File: src/rtl/mic_window_sequencer.sv
// Ping-pong windowing controller: packs a sample stream into two SAMPLES-word banks,
// presents full windows in fill order through a registered random-access read port.
module mic_window_sequencer #(
    parameter  int unsigned SAMPLES = 16,
    parameter  int unsigned WIDTH   = 32,
    parameter  int unsigned CNT_W   = 16,
    localparam int unsigned AW      = $clog2(SAMPLES)
) (
    input  logic             adc_clk,
    input  logic             reset_n,
    input  logic             enable,
    input  logic [WIDTH-1:0] sample_in,
    input  logic             sample_valid,
    output logic             win_valid,
    output logic             win_bank,
    input  logic [AW-1:0]    rd_addr,
    output logic [WIDTH-1:0] rd_data,
    input  logic             win_release,
    output logic             overrun,
    output logic [CNT_W-1:0] overrun_count,
    input  logic             clear_overrun
);

    typedef enum logic [1:0] {
        IDLE      = 2'd0,
        FILL      = 2'd1,
        WAIT_FREE = 2'd2
    } state_t;

    state_t             state_q, state_d;
    logic               wr_bank_q, wr_bank_d;
    logic [AW-1:0]      wr_idx_q, wr_idx_d;
    logic [1:0]         bank_full_q, bank_full_d;
    logic               rd_bank_q, rd_bank_d;
    logic               win_valid_q, win_valid_d;
    logic [WIDTH-1:0]   rd_data_q;
    logic               overrun_q, overrun_d;
    logic [CNT_W-1:0]   overrun_count_q, overrun_count_d;

    logic [WIDTH-1:0]   mem [2*SAMPLES];

    logic               rel_c;
    logic [1:0]         bf_rel_c;
    logic               wr_en_c;
    logic               last_c;
    logic               drop_c;

    // Release is applied before completion so a same-cycle release can free the next target bank.
    always_comb begin
        rel_c    = win_release && bank_full_q[rd_bank_q];
        bf_rel_c = bank_full_q;
        if (rel_c) begin
            bf_rel_c[rd_bank_q] = 1'b0;
        end
        wr_en_c = (state_q == FILL) && enable && sample_valid && !bank_full_q[wr_bank_q];
        last_c  = wr_en_c && (wr_idx_q == AW'(SAMPLES - 1));
        drop_c  = enable && sample_valid &&
                  ((state_q == WAIT_FREE) || ((state_q == FILL) && bank_full_q[wr_bank_q]));
    end

    always_ff @(posedge adc_clk or negedge reset_n) begin
        if (!reset_n) begin
            state_q <= IDLE;
        end else begin
            state_q <= state_d;
        end
    end

    always_comb begin
        state_d = state_q;
        case (state_q)
            IDLE: begin
                state_d = FILL;
            end
            FILL: begin
                if (last_c && bf_rel_c[~wr_bank_q]) begin
                    state_d = WAIT_FREE;
                end else if (!last_c && bf_rel_c[wr_bank_q]) begin
                    state_d = WAIT_FREE;
                end
            end
            WAIT_FREE: begin
                if (!bf_rel_c[wr_bank_q]) begin
                    state_d = FILL;
                end
            end
            default: state_d = IDLE;
        endcase
        if (!enable) begin
            state_d = IDLE;
        end
    end

    always_comb begin
        wr_bank_d       = wr_bank_q;
        wr_idx_d        = wr_idx_q;
        bank_full_d     = bf_rel_c;
        rd_bank_d       = rel_c ? ~rd_bank_q : rd_bank_q;
        overrun_d       = overrun_q;
        overrun_count_d = overrun_count_q;

        if (!enable || (state_q == IDLE)) begin
            wr_idx_d = '0;
        end else if (last_c) begin
            wr_idx_d                = '0;
            wr_bank_d               = ~wr_bank_q;
            bank_full_d[wr_bank_q]  = 1'b1;
        end else if (wr_en_c) begin
            wr_idx_d = wr_idx_q + AW'(1);
        end

        win_valid_d = bank_full_d[rd_bank_d];

        if (clear_overrun) begin
            overrun_d       = 1'b0;
            overrun_count_d = '0;
        end else if (drop_c) begin
            overrun_d = 1'b1;
            if (overrun_count_q != '1) begin
                overrun_count_d = overrun_count_q + CNT_W'(1);
            end
        end
    end

    always_ff @(posedge adc_clk or negedge reset_n) begin
        if (!reset_n) begin
            wr_bank_q       <= 1'b0;
            wr_idx_q        <= '0;
            bank_full_q     <= 2'b00;
            rd_bank_q       <= 1'b0;
            win_valid_q     <= 1'b0;
            rd_data_q       <= '0;
            overrun_q       <= 1'b0;
            overrun_count_q <= '0;
        end else begin
            wr_bank_q       <= wr_bank_d;
            wr_idx_q        <= wr_idx_d;
            bank_full_q     <= bank_full_d;
            rd_bank_q       <= rd_bank_d;
            win_valid_q     <= win_valid_d;
            rd_data_q       <= mem[{rd_bank_q, rd_addr}];
            overrun_q       <= overrun_d;
            overrun_count_q <= overrun_count_d;
        end
    end

    // Sample storage is not reset; bank_full gates every consumer-visible use.
    always_ff @(posedge adc_clk) begin
        if (wr_en_c) begin
            mem[{wr_bank_q, wr_idx_q}] <= sample_in;
        end
    end

    assign win_valid     = win_valid_q;
    assign win_bank      = rd_bank_q;
    assign rd_data       = rd_data_q;
    assign overrun       = overrun_q;
    assign overrun_count = overrun_count_q;

endmodule

File: config.mk
export PLATFORM = sky130hd
export DESIGN_NAME = mic_window_sequencer
export DESIGN_NICKNAME = d
export VERILOG_FILES = /design/src/rtl/mic_window_sequencer.sv
export SDC_FILE = /design/constraint.sdc
export NUM_CORES = 1
export LEC_CHECK = 0
export CAP_MARGIN = 40
export CORE_AREA = 2 2 262 264
export CTS_BUF_LIST = sky130_fd_sc_hd__clkbuf_16
export CTS_CLUSTER_DIAMETER = 60
export DETAILED_ROUTE_END_ITERATION = 10
export DIE_AREA = 0 0 264 266
export GPL_TIMING_DRIVEN = 0
export PLACE_DENSITY_LB_ADDON = 0.12
export SYNTH_ARGS = -nofsm -noshare
export SYNTH_HDL_FRONTEND = slang
export SYNTH_SLANG_ARGS = --single-unit
File: constraint.sdc
create_clock -name adc_clk -period 4.6 [get_ports adc_clk]
set_clock_uncertainty 0.1 [all_clocks]
set_input_delay 0.92 -clock adc_clk [delete_from_list [all_inputs] [get_ports adc_clk]]
set_output_delay 0.92 -clock adc_clk [all_outputs]
set_load 0.03 [all_outputs]
==> results.yml <==
yosys:
  syn_nets: 1823
  yosys_warnings: 0
  yosys.area.top_type: "edfxtp_1"
  synth_cell_types: 45
  synth_seq_cells: 1084
  yosysSeqAreaShare_pct: 79.26
  synth-edff-count: 1024
  synth.top_cell.area_share_pct: 75.57
  async_flop_share_pct: 5.535
  yosys-top-cells-area: "edfxtp_1 (76%), mux4_2 (14%), dfrtp_1 (3.7%)"
  syn-instance-count: 1776
  synth-main-ff-cell: "edfxtp_1"
  synth_area_um2: 40690
  synth_area_per_cell_um2: 22.91
critical_path:
  r2r_end: "mem[14][2]"
  end_kind: "flip-flop"
  cp.required_ns: 4.85
  cp_data_arrival_time_ns: 4.30
  crit_path_start_kind: "primary input"
  reg2reg_slack_ns: 0.89
  cp_max_fo: 8
  regToRegStartpoint: "state_q[1]"
  worstSetupPathType: "primary input to flip-flop"
  startpoint: "enable"
  crit_top_cell: "buf_4"
  max_stage_delay_ns: 0.82
  slowest_stage: "nor3_2"
  reg2reg_depth: 7
  worstPathCellList: "clkdlybuf4s50_1 -> nand4b_1 -> nor2_2 -> nand2_1 -> nor3_2 -> buf_4 -> buf_6 -> buf_4"
die:
  pin_count: 93
  rows: 96
  die_area_um2: 70220
  die_y_um: 266
  start_util_pct: 60.06
  die_w_um: 264
  core-area_um2: 67750
grt:
  overflow: 0
  grt_pass1_wl_mm: 139.3
  grt_max_degree: 46
  grt_use_total_pct: 27.85
  grt_pass1_vias: 20657
  antenna_found_initial: 3
final_layout:
  fin_area_um2: 47690
  layout-drive-gt1-share_pct: 27.65
  final_cell_mix: "edfxtp_1 (1024), mux4_2 (256), o22ai_1 (128), clkbuf_16 (107), clkdlybuf4s50_1 (88)"
  fin_nets: 2098
  mostFrequentLayoutCell: "edfxtp_1"
  nFillCells: 4007
  area_growth_pct: 17.20
  diodes: 0
min_path:
  hold_class: "primary input to asynchronous set/reset pin"
route:
  dr_total_vias: 20052
  drt_pre_antenna_iters: 5
  drtAntennaViolNets: 0
  drc_errors: 0
  drt_iter0_markers: 2494
  wl_per_cell_um: 31.33
  routed_wl_mm: 94.83
  drt-vias-per-instance: 6.624
cts:
  clock_path_buffers: 3
  numClockSinks: 1084
  cts_hold_buf: 0
  cts_tree: "built"
  numCtsBuffers: 106
  postCtsSetupRepairBufs: 0
  cts_resized: 0
  cts_max_level: 3
  clkTransAtPathRegs_ns: 0.06
  clkLatencyLatePin_ns: 0.68
  clockRootBuffer: "clkbuf_16"
timing:
  final-setup-viol-count: 0
  whs_ns: 0.06166
  post-route-period-util_pct: 88.12
  hold_viol_final: 0
  rsz0062_at_grt: "false"
  maxSlewViolCount: 0
  max_freq_mhz: 246.7
  relSlewSlack_pct: 35.45
  setup_tns_ns: 0
  tightest_slew_ns: 0.9652
  min_period_ns: 4.053
placed_design:
  post_dp_cell_area_um2: 44030
  dp_hpwl_mm: 61.90
  gp_congestion: 0.8025
  port_buffers: 89
power:
  p_per_area_nw_per_um2: 428.6
  irDropWorstVdd_v: 0.0003796
  power_leakage_nw: 15.23
run:
  maxCapViolCount: 0
run_status:
  outcome: "completed"
## synth_stat cells, types with 2 or more instances
cell type / instances
mux4_2: 256
nor2b_1: 2
or3_1: 4
buf_4: 4
nand4_1: 6
inv_1: 6
a31oi_1: 2
a21oi_1: 7
nand2_1: 16
nor2_1: 52
buf_6: 25
edfxtp_1: 1024
and3_1: 3
dfrtp_1: 60
nand3b_1: 5
nor3_1: 9
ha_1: 5
nor4_1: 32
o22ai_1: 128
xor2_1: 15
nand4b_1: 2
o211ai_1: 5
buf_2: 34
clkbuf_1: 29
o2111ai_1: 2
o21ai_0: 12
or3b_2: 4
nand3_1: 9
nor3b_1: 2
## worst max path at each step
stage                     slack, ns    endpoint  cells after the start
after floorplan                0.20  mem[15][0]                      4
after global placement        -3.41  mem[14][4]                      5
after detailed placement      -0.07  mem[14][4]                      8
after CTS                      0.60  mem[14][2]                      8
after global routing           0.43  mem[14][2]                      8
final                          0.55  mem[14][2]                      8
## sequential cells by signal (all words and copies together) (netlist names)
register and count:
wr_idx_q 4, overrun_count 16, rd_data 32, bank_full_q 2
wr_bank_q 1, overrun 1, mem 1024, state_q 2
win_valid 1, win_bank 1
## cells by family (layout without fill, tap and decap cells)
group / after synthesis / in the layout / share of synthesized area (%)
AND/OR/NAND/NOR: 152 / 152 / 1.983
AO/OA/AOI/OAI: 161 / 161 / 2.494
buffers and inverters: 100 / 469 / 1.534
flip-flops: 1084 / 1084 / 79.26
adder cells (fa/ha/maj): 5 / 5 / 0.1537
XOR/XNOR: 16 / 16 / 0.3444
multiplexers: 258 / 258 / 14.23
## power breakdown
part | switching, W | internal, W
Clock | 0.00362 | 0.00506
Combinational | 0.000526 | 0.000377
Sequential | 0.0000143 | 0.0108
Total | 0.00416 | 0.0163
## critical path, delay by kind of cell
family                 cells  cell delay (ns)
buffers and inverters      4             1.31
AND/OR/NAND/NOR            4             2.04
## final cells by class
| type | instances | area (µm²) | share of cell area (%) |
|---|---|---|---|
| sequential | 1084 | 32250 | 67.63 |
| tap | 882 | 1104 | 2.314 |
| inverter | 6 | 22.52 | 0.04723 |
| clock buffer | 107 | 2678 | 5.615 |
| timing repair buffer | 167 | 2153 | 4.515 |
| multi-input combinational | 592 | 8045 | 16.87 |
| buffer | 94 | 601.8 | 1.262 |
| clock inverter | 95 | 833.3 | 1.747 |
## per-layer routing
metal	share of wire, %	vias up	track usage [%]
met1	40	10627	40.04
met3	7.9	204	4.713
met2	49	1048	44.38
met4	3.5	6	9.659
li1	-	8167	-
met5	0.034	-	0
## per-stage QoR
| stage | power (W) | std cells | util (%) | setup slack [ns] |
|---|---|---|---|---|
| after CTS | 0.02052 | 3017 | 70.17 | 0.5961 |
| final | 0.02044 | 3027 | 70.39 | 0.5465 |
| after floorplan | 0.01153 | 1776 | - | 0.2004 |
| after global placement | 0.01189 | 2747 | 63.01 | -3.406 |
| after global routing | 0.02098 | 3027 | 70.39 | 0.4329 |
| after detailed placement | 0.01195 | 2815 | 64.99 | -0.06888 |
(Power assumes the default switching activity.)
